**src/rtl/digest_unpacker.sv**
```systemverilog
// digest_unpacker: serializes a captured digest MSB-first into a UART TX handshake; define HEX_ASCII_EN to send lowercase ASCII hex
module digest_unpacker #(
    parameter int DIGEST_WIDTH   = 256,
    parameter int TIMEOUT_CYCLES = 0
) (
    input  logic                    clk,
    input  logic                    rst,
    input  logic [DIGEST_WIDTH-1:0] digest_in,
    input  logic                    digest_valid,
    input  logic                    tx_active,
    input  logic                    tx_done,
    output logic [7:0]              tx_byte,
    output logic                    tx_dv,
    output logic                    busy,
    output logic                    done,
    output logic                    timeout_err
);
`ifdef HEX_ASCII_EN
    localparam int CW = 4;
`else
    localparam int CW = 8;
`endif
    localparam int NCH = DIGEST_WIDTH / CW;
    localparam int IW  = NCH > 1 ? $clog2(NCH) : 1;
    localparam int TW  = TIMEOUT_CYCLES > 1 ? $clog2(TIMEOUT_CYCLES) : 1;

    typedef enum logic [1:0] {s_IDLE, s_SEND, s_WAIT, s_DONE} state_t;

    state_t                  state, state_n;
    logic [IW-1:0]           idx, idx_n;
    logic [TW-1:0]           timer, timer_n;
    logic [7:0]              tx_byte_n;
    logic                    tx_dv_n, busy_n, done_n, err_n, capture;
    logic [DIGEST_WIDTH-1:0] shadow;
    logic [CW-1:0]           chunk;
    logic [7:0]              char_c;

    assign chunk = shadow[DIGEST_WIDTH-1-CW*int'(idx) -: CW];
`ifdef HEX_ASCII_EN
    assign char_c = chunk < 4'd10 ? 8'h30 + {4'd0, chunk} : 8'h57 + {4'd0, chunk};
`else
    assign char_c = chunk;
`endif

    // Next-state and next-output logic; strobes default low every cycle
    always_comb begin
        state_n   = state;
        idx_n     = idx;
        timer_n   = timer;
        tx_byte_n = tx_byte;
        tx_dv_n   = 1'b0;
        busy_n    = busy;
        done_n    = 1'b0;
        err_n     = timeout_err;
        capture   = 1'b0;
        case (state)
            s_IDLE: if (digest_valid) begin
                capture = 1'b1;
                idx_n   = '0;
                busy_n  = 1'b1;
                err_n   = 1'b0;
                state_n = s_SEND;
            end
            s_SEND: if (!tx_active) begin
                tx_byte_n = char_c;
                tx_dv_n   = 1'b1;
                timer_n   = '0;
                state_n   = s_WAIT;
            end
            s_WAIT: if (tx_done) begin
                timer_n = '0;
                state_n = idx == IW'(NCH-1) ? s_DONE : s_SEND;
                idx_n   = idx == IW'(NCH-1) ? idx : idx + 1'b1;
            end else if (TIMEOUT_CYCLES != 0 && timer == TW'(TIMEOUT_CYCLES-1)) begin
                err_n   = 1'b1;
                busy_n  = 1'b0;
                state_n = s_IDLE;
            end else begin
                timer_n = timer + 1'b1;
            end
            s_DONE: begin
                done_n  = 1'b1;
                busy_n  = 1'b0;
                state_n = s_IDLE;
            end
            default: state_n = s_IDLE;
        endcase
    end

    // Control and output registers
    always_ff @(posedge clk) begin
        if (rst) begin
            state       <= s_IDLE;
            idx         <= '0;
            timer       <= '0;
            tx_byte     <= '0;
            tx_dv       <= 1'b0;
            busy        <= 1'b0;
            done        <= 1'b0;
            timeout_err <= 1'b0;
        end else begin
            state       <= state_n;
            idx         <= idx_n;
            timer       <= timer_n;
            tx_byte     <= tx_byte_n;
            tx_dv       <= tx_dv_n;
            busy        <= busy_n;
            done        <= done_n;
            timeout_err <= err_n;
        end
    end

    // Digest shadow copy, loaded only when a new digest is accepted
    always_ff @(posedge clk) begin
        if (capture) shadow <= digest_in;
    end
endmodule
```
**config.mk**
```make
export PLATFORM = sky130hd
export DESIGN_NAME = digest_unpacker
export DESIGN_NICKNAME = d
export VERILOG_FILES = /design/src/rtl/digest_unpacker.sv
export SDC_FILE = /design/constraint.sdc
export NUM_CORES = 1
export LEC_CHECK = 0
export BUFFER_PORTS_ARGS = -buffer_cell sky130_fd_sc_hd__buf_2
export CORE_MARGIN = 2
export CORE_UTILIZATION = 45
export CTS_BUF_LIST = sky130_fd_sc_hd__clkbuf_16
export CTS_CLUSTER_DIAMETER = 100
export DETAILED_ROUTE_END_ITERATION = 10
export PLACE_DENSITY = 0.72
export SYNTH_ARGS = -nofsm -noshare
export SYNTH_HDL_FRONTEND = slang
export SYNTH_SLANG_ARGS = --single-unit
```
**constraint.sdc**
```tcl
create_clock -name clk -period 12.05 [get_ports clk]
set_clock_uncertainty 0.2 [all_clocks]
set_input_delay 0.6025 -clock clk [delete_from_list [all_inputs] [get_ports clk]]
set_output_delay 0.6025 -clock clk [all_outputs]
set_load 0.005 [all_outputs]
```
# Word-level counts from Yosys, hierarchy flattened
# Cells that the tools add are included.
# W data, S select, Z words.
# totals
output_inout_bits	12
input_bits	261
word_cells	43
regBits	274
# op_classes
reduce_logical	8
bitwise	2
n_shift	1
add_sub_neg	2
n_mux	15
n_eq_ne	8
# ops
operator	count
$shiftx A263 B9 Y8	1
$mux W5	3
$pmux W5 S2	1
$sub A8 B8 Y9 const A	1
$mux W2	4
$ne A2 B2 Y1 const B	4
$pmux W2 S4	1
$add A5 B1 Y5 const B	1
$eq A5 B5 Y1 const B	1
$mux W1	5
$eq A2 B2 Y1 const B	2
$reduce_and A2 Y1	2
$reduce_and A4 Y1	1
$reduce_bool A2 Y1	2
$reduce_and A3 Y1	1
$eq A2 B1 Y1 const B	1
$logic_not A2 Y1	1
$not A1 Y1	2
$pmux W1 S2	1
$reduce_or A2 Y1	1

# Depth between registers and ports, before layout
# Gate-level depths: netlist of the first run.
# logic_depth
ltp_word	4
ltp_mapped	10
depth_no_buf	8

# Worst setup path before layout of the first run
# Ideal clock, no wire load.
# synth_timing
path_kind	input -> register
startpoint	input port digest_valid
endpoint	register shadow[0] (enable)
path_slack_ns	-0.399
n_path_buf	0
t_arrival_ns	11.368
path_stages	2
path_cell_list	nand2b_1 > nor2_1
# synth_between
elab_chain_cells	2
# synth_lines
element	line	source
start, declared	9	input logic digest_valid,
$mux W1	57	s_IDLE: if (digest_valid) begin
$mux W1	56	case (state)
named net capture	33	logic tx_dv_n, busy_n, done_n, err_n, capture;
end signal, assigned	115	if (capture) shadow <= digest_in;
end, declared	34	logic [DIGEST_WIDTH-1:0] shadow;
# The timed path passes the listed nets, and every way through them passes these cells.
# A chain may end at the register's enable or synchronous reset.

# Final worst setup path of the first run
# layout_timing
startpoint	register state[1]
endpoint	register shadow[197] (enable)
# layout_between
elab_chain_cells	2
# layout_lines
element	line	source
start, declared	29	state_t state, state_n;
start signal, assigned	93	state <= s_IDLE;
start signal, assigned	102	state <= state_n;
$logic_not A2 Y1	56	
$mux W1	56	
named net capture	33	
# The timed path passes the listed nets, and every way through them passes these cells.

==> results of run 1 <==
## worst paths after layout
path / from / end / slack, ps / cells after the start
worst max register to register: state[1] / shadow[197] / 8550 / 4
worst max-delay path: state[1] / shadow[197] / 8550 / 4
worst min register to register: tx_byte[7] / tx_byte[7] / 300 / 2
worst min-delay path: digest_in[171] / shadow[171] / 30 / 1
## routing by layer
| metal | up-vias | track usage [%] |
|---|---|---|
| li1 | 2904 | - |
| met1 | 2944 | 25.55 |
| met2 | 218 | 28.82 |
| met3 | 42 | 3.892 |
| met4 | 2 | 5.534 |
| met5 | - | 0 |
## logic make-up (layout without fill, tap and decap cells)
group,count (synthesis),count (layout),synth area share [%]
adders and majority gates,2,2,0.2332
AOI/OAI and AO/OA,92,92,6.053
xor gates and xnor gates,2,2,0.1633
buffers and inverters,36,335,2.472
muxes,121,121,13.29
other,1,3,0.03495
and+or+nand+nor,57,57,2.741
DFF,274,274,75.01
## sequential cells by signal, summed over array words and instances (netlist names)
name	flops
busy	1
tx_byte	8
state	2
shadow	256
idx	5
done	1
tx_dv	1
## area by class of cell
class | count | share of cell area [%]
clock buffer | 28 | 5.307
inverter | 3 | 0.08528
antenna | 2 | 0.03790
sequential | 274 | 60.99
clock inverter | 24 | 1.365
multi-input combinational | 275 | 18.41
tap | 319 | 3.023
timing repair buffer | 280 | 10.78
## cell usage in the layout, fill, tap and decap left out, types with 3 or more instances in the layout
master	Yosys	final
o211ai_1	4	4
clkinv_1	0	7
o311ai_0	4	4
mux4_2	16	16
nand2b_1	9	9
a22o_1	4	4
buf_4	6	9
a211oi_2	4	4
o22ai_1	12	12
buf_2	6	271
or4_1	4	4
nand3_1	3	3
nor2_1	15	14
mux2i_1	93	93
a22oi_1	30	30
a211oi_1	4	4
edfxtp_1	256	256
o21ai_1	4	4
mux2_2	12	12
a21oi_1	22	22
dfxtp_1	18	16
nand2_1	11	11
clkbuf_16	0	28
nor2b_1	5	4
nor3_1	3	3
clkinv_2	0	5
inv_1	3	8
## cells in the mapped netlist, drive strengths merged (2+ instances only)
master  number
nor3         3
o211ai       4
nand2       11
o21ai        4
edfxtp     256
mux2        12
nand2b       9
mux4        16
buf         23
dfxtp       18
a22oi       32
o311ai       4
xor2         2
or2          2
nor2b        5
a21oi       22
nor2        15
ha           2
inv          3
o22ai       12
nand3        3
a22o         4
mux2i       93
a211oi       8
clkbuf      10
or4          4
## worst register-to-register path: stages (launching register included)
cell	delay, ps
dfxtp_1	380
nand2b_1	260
nor2_4	510
buf_4	760
buf_4	930
## power by group through the flow
stage	sequential [mW]	combinational (mW)	clock [mW]
final	1.14	0.126	0.816
after global routing	1.15	0.139	0.869
after CTS	1.14	0.128	0.832
after detailed placement	1.16	0.127	0
after global placement	1.16	0.125	0
after floorplan	1.17	0.0648	0
==> impl_metrics.tcl, run 1 <==
set metrics [dict create \
    synthFlopType "edfxtp_1" \
    min_path_type "input pin to flop" \
    cts_max_path_buffers 3 \
    cap_viol_max_count 0 \
    multi_input_area_um2 2431 \
    grt_pass1_wl_um 33980 \
    first_global_vias 6112 \
    cts_resized 0 \
    initial_core_util_pct 45.71 \
    synth_seq_area_share_pct 75.01 \
    pwr-share-clk_pct 39.2 \
    crit_family "buffers and inverters" \
    wl_per_cell_um 19.75 \
    path_cells "nand2b_1 > nor2_4 > buf_4 > buf_4" \
    synth-edff-count 256 \
    p_total_mw 2.083 \
    leakagePower_nw 4.750 \
    cts_tree "yes" \
    layout-area-overhead-vs-synth_pct 23.07 \
    path_common_cell "buf_4" \
    gr-total-overflow 0 \
    die-width_um 158.4 \
    htree_levels 1 \
    worstSetupStartpointType "flop" \
    synth_area_leaders "edfxtp_1, mux2i_1, dfxtp_1" \
    grt_max_degree 89 \
    ys_ff_latch 274 \
    drc 0 \
    cts.sink_count 274 \
    cpPeakStageDelay_ps 890 \
    std_cell_rows 56 \
    min_period_ps 3497 \
    dieArea_um2 25090 \
    synthArstFlopShare_pct 0 \
    comb_power_share_pct 6.1 \
    fillers 1852 \
    powerDensity_nw_per_um2 157.8 \
    avgSynthCellArea_um2 18.34 \
    slew_headroom_pct 29.16 \
    gp_congestion 0.7724 \
    crit_arrival_ps 3450 \
    grt_usage_pct 18.22 \
    swShare_pct 20.94 \
    fin_cells 1205 \
    path_max_fanout 88 \
    cts.clk_slew.worst_paths_ps 60 \
    numCtsBuffers 28 \
    layout-drive-gt1-share_pct 40.95 \
    required_ps 12000 \
    post_cts_buffers 0 \
    worst_slew_pin_slew_ps 1063 \
    vias 6110 \
    synth_area_um2 10730 \
    fin_area_um2 13200 \
    dpl-instance-area_um2 12320 \
    synth_cell_type_count 42 \
    io_pins 273 \
    synth.top_cell.area_share_pct 71.65 \
    crit_type "flop to flop" \
    die_y_um 158.4 \
    end_kind "flop" \
    fmax_ghz 0.2859 \
    netlist_instances 585 \
    cp_num_buf_inv 2 \
    slew_violations 0 \
    maxUsedRoutingLayer "met5" \
    place_inst 1151 \
    status "completed" \
    cts_hold_buf 0 \
    syn-num-nets 848 \
    grt_setup_unrepaired "false" \
    hpwlAfterDp_um 16630 \
    final_core_utilization_pct 56.25 \
    via_per_inst 5.071 \
    grt_antenna_before_repair 3 \
    p_int_mw 1.647 \
    io_buffers 271 \
    setup_ws_ps 8553 \
    drt-met1-wl_um 10420 \
    antenna_left 0 \
    p_switching_mw 0.4363 \
    preCtsSetupSlack_ps 8360 \
    core-area_um2 23470 \
    ctsRootBufferMaster "clkbuf_16" \
    finalHoldViolCount 0 \
    worstSkewPairLatency_ps 540 \
    fin_crit_sh_pct 29.02 \
    route.met3.wl_um 1547 \
    drt_wl_total_um 23800 \
    wl_met2_um 11200 \
    synth_top_area_cell "edfxtp_1" \
    register_area_um2 8053 \
    pwr-share-seq_pct 54.8 \
    hold_ws_ps 31.50 \
    final_nets 1125 \
    ir_worst_vdd_mv 0.1290 \
    setup_violations 0 \
    first_pass_iters 5 \
    yosysWarnings 0 \
    tns_ps 0 \
    drtIter0Drc 473 \
    slowest_stage "buf_4" \
]
No activity file was read; power rests on OpenSTA's default activity.
==> inputs of run 2 (changes only) <==
clock period = 2.9 ns   (was 12.05 ns; I/O delays follow)
==> impl_metrics.tcl, run 2 <==
set metrics [dict create \
    status "did not finish" \
    stop_stage "4_1_cts" \
    error_line "[ERROR RSZ-0060] Max buffer count reached." \
    hpwlAfterDp_um 17380 \
    yosys.area_share.simple_pct 2.741 \
    io_pins 273 \
    gp_congestion 0.7975 \
    die_y_um 158.4 \
    synth-edff-count 256 \
    cts_max_path_buffers 3 \
    yosysWarnings 0 \
    synth_seq_area_share_pct 75.01 \
    synthAdderAreaFrac_pct 0.2332 \
    synth_compound_area_share_pct 6.052 \
    synth.top_cell.area_share_pct 71.65 \
    synth_xor_area_share_pct 0.1633 \
    synth_mux_area_share_pct 13.29 \
    synth_common_cells "edfxtp_1, mux2i_1, a22oi_1, a21oi_1, dfxtp_1" \
    place_inst 1154 \
    avgSynthCellArea_um2 18.34 \
    syn-num-nets 848 \
    synth_area_leaders "edfxtp_1, mux2i_1, dfxtp_1" \
    ys_ff_latch 274 \
    initial_core_util_pct 45.71 \
    numCtsBuffers 28 \
    synthFlopType "edfxtp_1" \
    io_buffers 271 \
    synth_top_family_by_area "multiplexers" \
    synthArstFlopShare_pct 0 \
    cts.sink_count 274 \
    cts_hold_buf 242 \
    synth_cell_type_count 42 \
    post-synth-top-count-cell "edfxtp_1" \
    synth_area_um2 10730 \
    std_cell_rows 56 \
    cts_resized 0 \
    synth_top_area_cell "edfxtp_1" \
    ctsRootBufferMaster "clkbuf_16" \
    post_cts_buffers 0 \
    die-width_um 158.4 \
    htree_levels 1 \
    netlist_instances 585 \
]
[run 2: per-stage QoR]
step	cell area [um2]	utilization, %	worst slack, ps
floorplan	10750	-	-2106
global placement	12410	52.88	412.3
detailed placement	12410	52.88	400.6
[run 2: cells by family after synthesis]
logic type,count (synthesis)
DFF,274
xor gates and xnor gates,2
AOI/OAI and AO/OA,92
buffers and inverters,36
other,1
and+or+nand+nor,57
adders and majority gates,2
muxes,121
==> inputs of run 3 (changes only) <==
CORE_UTILIZATION = 30   (was 45)
CTS_BUF_LIST = default   (was sky130_fd_sc_hd__clkbuf_16)
CTS_CLUSTER_DIAMETER = default   (was 100)
PLACE_DENSITY = default   (was 0.72)
PLACE_DENSITY_LB_ADDON = 0.15   (was default)
clock period = 3.8 ns   (was 2.9 ns; I/O delays follow)
==> impl_metrics.tcl, run 3 (synthesized netlist as in run 1, its figures left out) <==
set metrics [dict create \
    worstSetupStartpointType "flop" \
    cts_resized 0 \
    via_per_inst 4.445 \
    status "completed" \
    cap_viol_max_count 0 \
    cts.clk_slew.worst_paths_ps 60 \
    drc 0 \
    grt_max_degree 90 \
    fin_crit_sh_pct 74.33 \
    initial_core_util_pct 30.31 \
    r2r_setup_slack_ps 980 \
    vias 7187 \
    min_path_type "input pin to flop" \
    fin_area_um2 16150 \
    wl_per_cell_um 18.53 \
    fmax_ghz 0.3540 \
    drt_wl_total_um 29970 \
    dieArea_um2 37290 \
    std_cell_rows 69 \
    min_period_ps 2825 \
    multi_input_area_um2 2441 \
    grt_pass1_wl_um 43350 \
    io_pins 273 \
    largest_reg_flops 256 \
    die-width_um 193.1 \
    drtIter0Drc 315 \
    worstSkewPairLatency_ps 560 \
    path_max_fanout 44 \
    first_global_vias 7649 \
    crit_family "flip-flops" \
    slew_violations 0 \
    register_area_um2 8054 \
    slew_headroom_pct 42.52 \
    dpl-instance-area_um2 12580 \
    cts_max_path_buffers 3 \
    grt_usage_pct 15.61 \
    first_pass_iters 6 \
    final_cell_mix "buf_2, dlygate4sd3_1, edfxtp_1" \
    end_kind "flop" \
    worst_slew_pin_slew_ps 862.3 \
    core-area_um2 35400 \
    path_cells "buf_12 > mux2i_1 > a22oi_1 > a21oi_1 > or4_1 > a211oi_2" \
    setup_violations 0 \
    hold_ws_ps 135.0 \
    ir_worst_vdd_mv 0.3276 \
    gp_congestion 0.7715 \
    required_ps 4080 \
    crit_arrival_ps 3110 \
    grt_antenna_before_repair 1 \
    numCtsBuffers 31 \
    fillers 3217 \
    powerDensity_nw_per_um2 437.1 \
    final_common_cell "buf_2" \
    grt_setup_unrepaired "false" \
    htree_levels 1 \
    gr-total-overflow 0 \
    io_buffers 271 \
    cts_tree "yes" \
    leakagePower_nw 5.889 \
    finalHoldViolCount 0 \
    final_nets 1395 \
    die_y_um 193.1 \
    top_register "shadow" \
    crit_type "flop to flop" \
    layout-area-overhead-vs-synth_pct 50.51 \
    r2r-start "idx[0]" \
    cts.sink_count 274 \
    hpwlAfterDp_um 19570 \
    n_antenna_cell 0 \
    top_regs "shadow: 256 flops, tx_byte: 8 flops, idx: 5 flops" \
    layout-drive-gt1-share_pct 32.09 \
    antenna_left 0 \
    final_core_utilization_pct 45.62 \
    cp_num_buf_inv 1 \
    slowest_stage "dfxtp_4" \
    crit_start "idx[0]" \
    cpPeakStageDelay_ps 920 \
    ctsRootBufferMaster "clkbuf_16" \
    hold_start "digest_in[98]" \
]
==> run 3: path summary, 6_finish.rpt <==
check | to | cells past startpoint
setup / recovery | tx_byte[3] | 6
hold / removal | shadow[98] | 2
setup reg to reg | tx_byte[3] | 6
hold reg to reg | tx_byte[4] | 2
==> run 3: timing repair <==
item,CTS,global route
setup endpoints to repair,0,0
hold buffers,262,0
buffers inserted,0,0
endpoints found under the hold margin,275,0
==> run 3: final cells by class <==
class / instances / area share, %
clock buffers: 39 / 4.990
clock inverters: 18 / 0.8523
inverters: 3 / 0.06973
multi-input cells: 275 / 15.12
flip-flops and latches: 274 / 49.88
well taps: 461 / 3.572
repair buffers: 547 / 25.52
==> run 3: stage by stage <==
step	cells	setup WS [ps]	power [mW]	TNS (ps)
4_1_cts	1617	910.0	7.158	0
3_5_place_dp	1298	924.0	4.111	0
5_1_grt	1617	757.3	7.354	0
3_3_place_gp	1298	942.3	4.105	0
6_report	1617	975.5	7.059	0
2_1_floorplan	585	-1206	3.888	-310700
==> run 3: metal layers <==
metal,global-route usage [%],share of wire [%],vias up
met5,0,0,-
met4,5.536,2.9,0
met3,2.986,5.8,51
met2,25.91,49,221
met1,20.45,43,3463
li1,-,-,3452
==> run 3: power breakdown <==
part	internal, mW	leakage, nW	total [mW]	switching, mW
clock network	1.62	0.452	2.80	1.18
registers	3.55	2.60	3.61	0.0599
logic	0.370	2.84	0.642	0.273
total	5.55	5.89	7.06	1.51
==> inputs of run 4 (changes only) <==
clock period = 2.7 ns   (was 3.8 ns; I/O delays follow)
==> impl_metrics.tcl, run 4 (synthesized netlist as in run 1, its figures left out) <==
set metrics [dict create \
    first_global_vias 7727 \
    htree_levels 1 \
    numCtsBuffers 30 \
    cap_viol_max_count 0 \
    antenna_left 0 \
    io_buffers 271 \
    min_period_ps 2435 \
    cts.clk_slew.worst_paths_ps 60 \
    cts_tree "yes" \
    fin_crit_sh_pct 90.17 \
    dieArea_um2 37290 \
    ir_worst_vdd_mv 0.4789 \
    r2r_end "tx_byte[3]" \
    gr-total-overflow 0 \
    grt_max_degree 81 \
    ctsRootBufferMaster "clkbuf_16" \
    cts.sink_count 274 \
    required_ps 3000 \
    final_nets 1407 \
    final_common_cell "buf_2" \
    powerDensity_nw_per_um2 637.9 \
    leakagePower_nw 6.053 \
    crit_type "flop to flop" \
    grt_antenna_before_repair 1 \
    std_cell_rows 69 \
    largest_reg_flops 256 \
    layout-drive-gt1-share_pct 33.42 \
    cp_num_buf_inv 2 \
    top_regs "shadow: 256 flops, tx_byte: 8 flops, idx: 5 flops" \
    final_cell_mix "buf_2, dlygate4sd3_1, edfxtp_1" \
    cpPeakStageDelay_ps 530 \
    path_max_fanout 18 \
    holdPathStages 2 \
    grt_usage_pct 15.71 \
    layout-area-overhead-vs-synth_pct 53.50 \
    r2r-start "idx[0]" \
    r2r_setup_slack_ps 270 \
    path_common_cell "buf_12" \
    die-width_um 193.1 \
    drtIter0Drc 298 \
    hold_ws_ps 59.31 \
    fmax_ghz 0.4107 \
    crit_arrival_ps 2730 \
    p_total_mw 10.51 \
    fillers 3131 \
    cts_max_path_buffers 3 \
    slowest_stage "or4_1" \
    grt_pass1_wl_um 43730 \
    path_cells "buf_12 > buf_12 > mux2i_1 > a22oi_1 > a21oi_1 > or4_1 > a211oi_2" \
    slew_headroom_pct 40.67 \
    register_area_um2 8054 \
    slew_violations 0 \
    tns_ps 0 \
    io_pins 273 \
    hpwlAfterDp_um 19930 \
    multi_input_area_um2 2441 \
    cp.depth 7 \
    worst_slew_pin_slew_ps 886.0 \
    first_pass_iters 4 \
    setup_violations 0 \
    drc 0 \
    initial_core_util_pct 30.31 \
    die_y_um 193.1 \
    vias 7150 \
    via_per_inst 4.387 \
    top_register "shadow" \
    crit_start "idx[0]" \
    core-area_um2 35400 \
    status "completed" \
    end_kind "flop" \
    drt_wl_total_um 30000 \
    grt_setup_unrepaired "false" \
    finalHoldViolCount 0 \
    worstSkewPairLatency_ps 580 \
    reg2reg_depth 7 \
    worstSetupStartpointType "flop" \
    gp_congestion 0.7587 \
    crit_family "compound AO/OA/AOI/OAI gates" \
    wl_per_cell_um 18.41 \
    endpoint "tx_byte[3]" \
    min_path_type "input pin to flop" \
]
## run 4: worst min-delay path by stage
stage / end / slack, ps / start
floorplan: shadow[0] / 30 / digest_in[0]
global placement: shadow[70] / 110 / digest_in[70]
detailed placement: shadow[114] / 110 / digest_in[114]
CTS: shadow[203] / 20 / digest_in[203]
global route: shadow[203] / 40 / digest_in[203]
finish: shadow[161] / 60 / digest_in[161]
## run 4: metal layers
metal / GRT usage [%] / part of all wire [%] / vias to the layer above / wire (um)
met5: 0 / 0 / - / 0
met4: 5.274 / 3.0 / 0 / 895
met3: 3.077 / 4.7 / 54 / 1409
met2: 26.44 / 49 / 189 / 14660
met1: 20.34 / 43 / 3431 / 13040
li1: - / - / 3476 / -
## run 4: worst reg2reg max path, cell delays in order, from the launching register on
cell and delay (ps):
dfxtp_4 410, buf_12 200, buf_12 180, mux2i_1 90
a22oi_1 380, a21oi_1 150, or4_1 530, a211oi_2 210
## run 4: repair_timing
| item | in CTS | in global routing |
|---|---|---|
| gates resized for setup | 0 | 0 |
| setup endpoints to repair | 0 | 1 |
| endpoints found under the hold margin | 274 | 0 |
| buffers inserted | 0 | 5 |
| hold buffers | 262 | 0 |
## run 4: through the flow
step / std cells / worst slack [ps] / utilization (%) / cell area, um2
after floorplan: 585 / -2306 / - / 10750
after global placement: 1306 / 131.6 / 35.89 / 12700
after detailed placement: 1306 / 77.73 / 35.89 / 12700
after CTS: 1623 / 60.35 / 46.37 / 16410
after global routing: 1629 / 182.1 / 46.52 / 16470
final: 1630 / 265.4 / 46.53 / 16470
## run 4: cell type report
| type | instances | area share [%] |
|---|---|---|
| clock inverter | 22 | 1.975 |
| multi-input combinational | 275 | 14.82 |
| tap | 461 | 3.502 |
| timing repair buffer | 560 | 26.07 |
| antenna | 2 | 0.03039 |
| sequential | 274 | 48.90 |
| clock buffer | 33 | 4.627 |
| inverter | 3 | 0.06837 |
## run 4: power by group
part | switching, mW | internal [mW]
registers | 0.0849 | 5.00
clock network | 1.70 | 2.79
logic | 0.395 | 0.534
total | 2.18 | 8.33
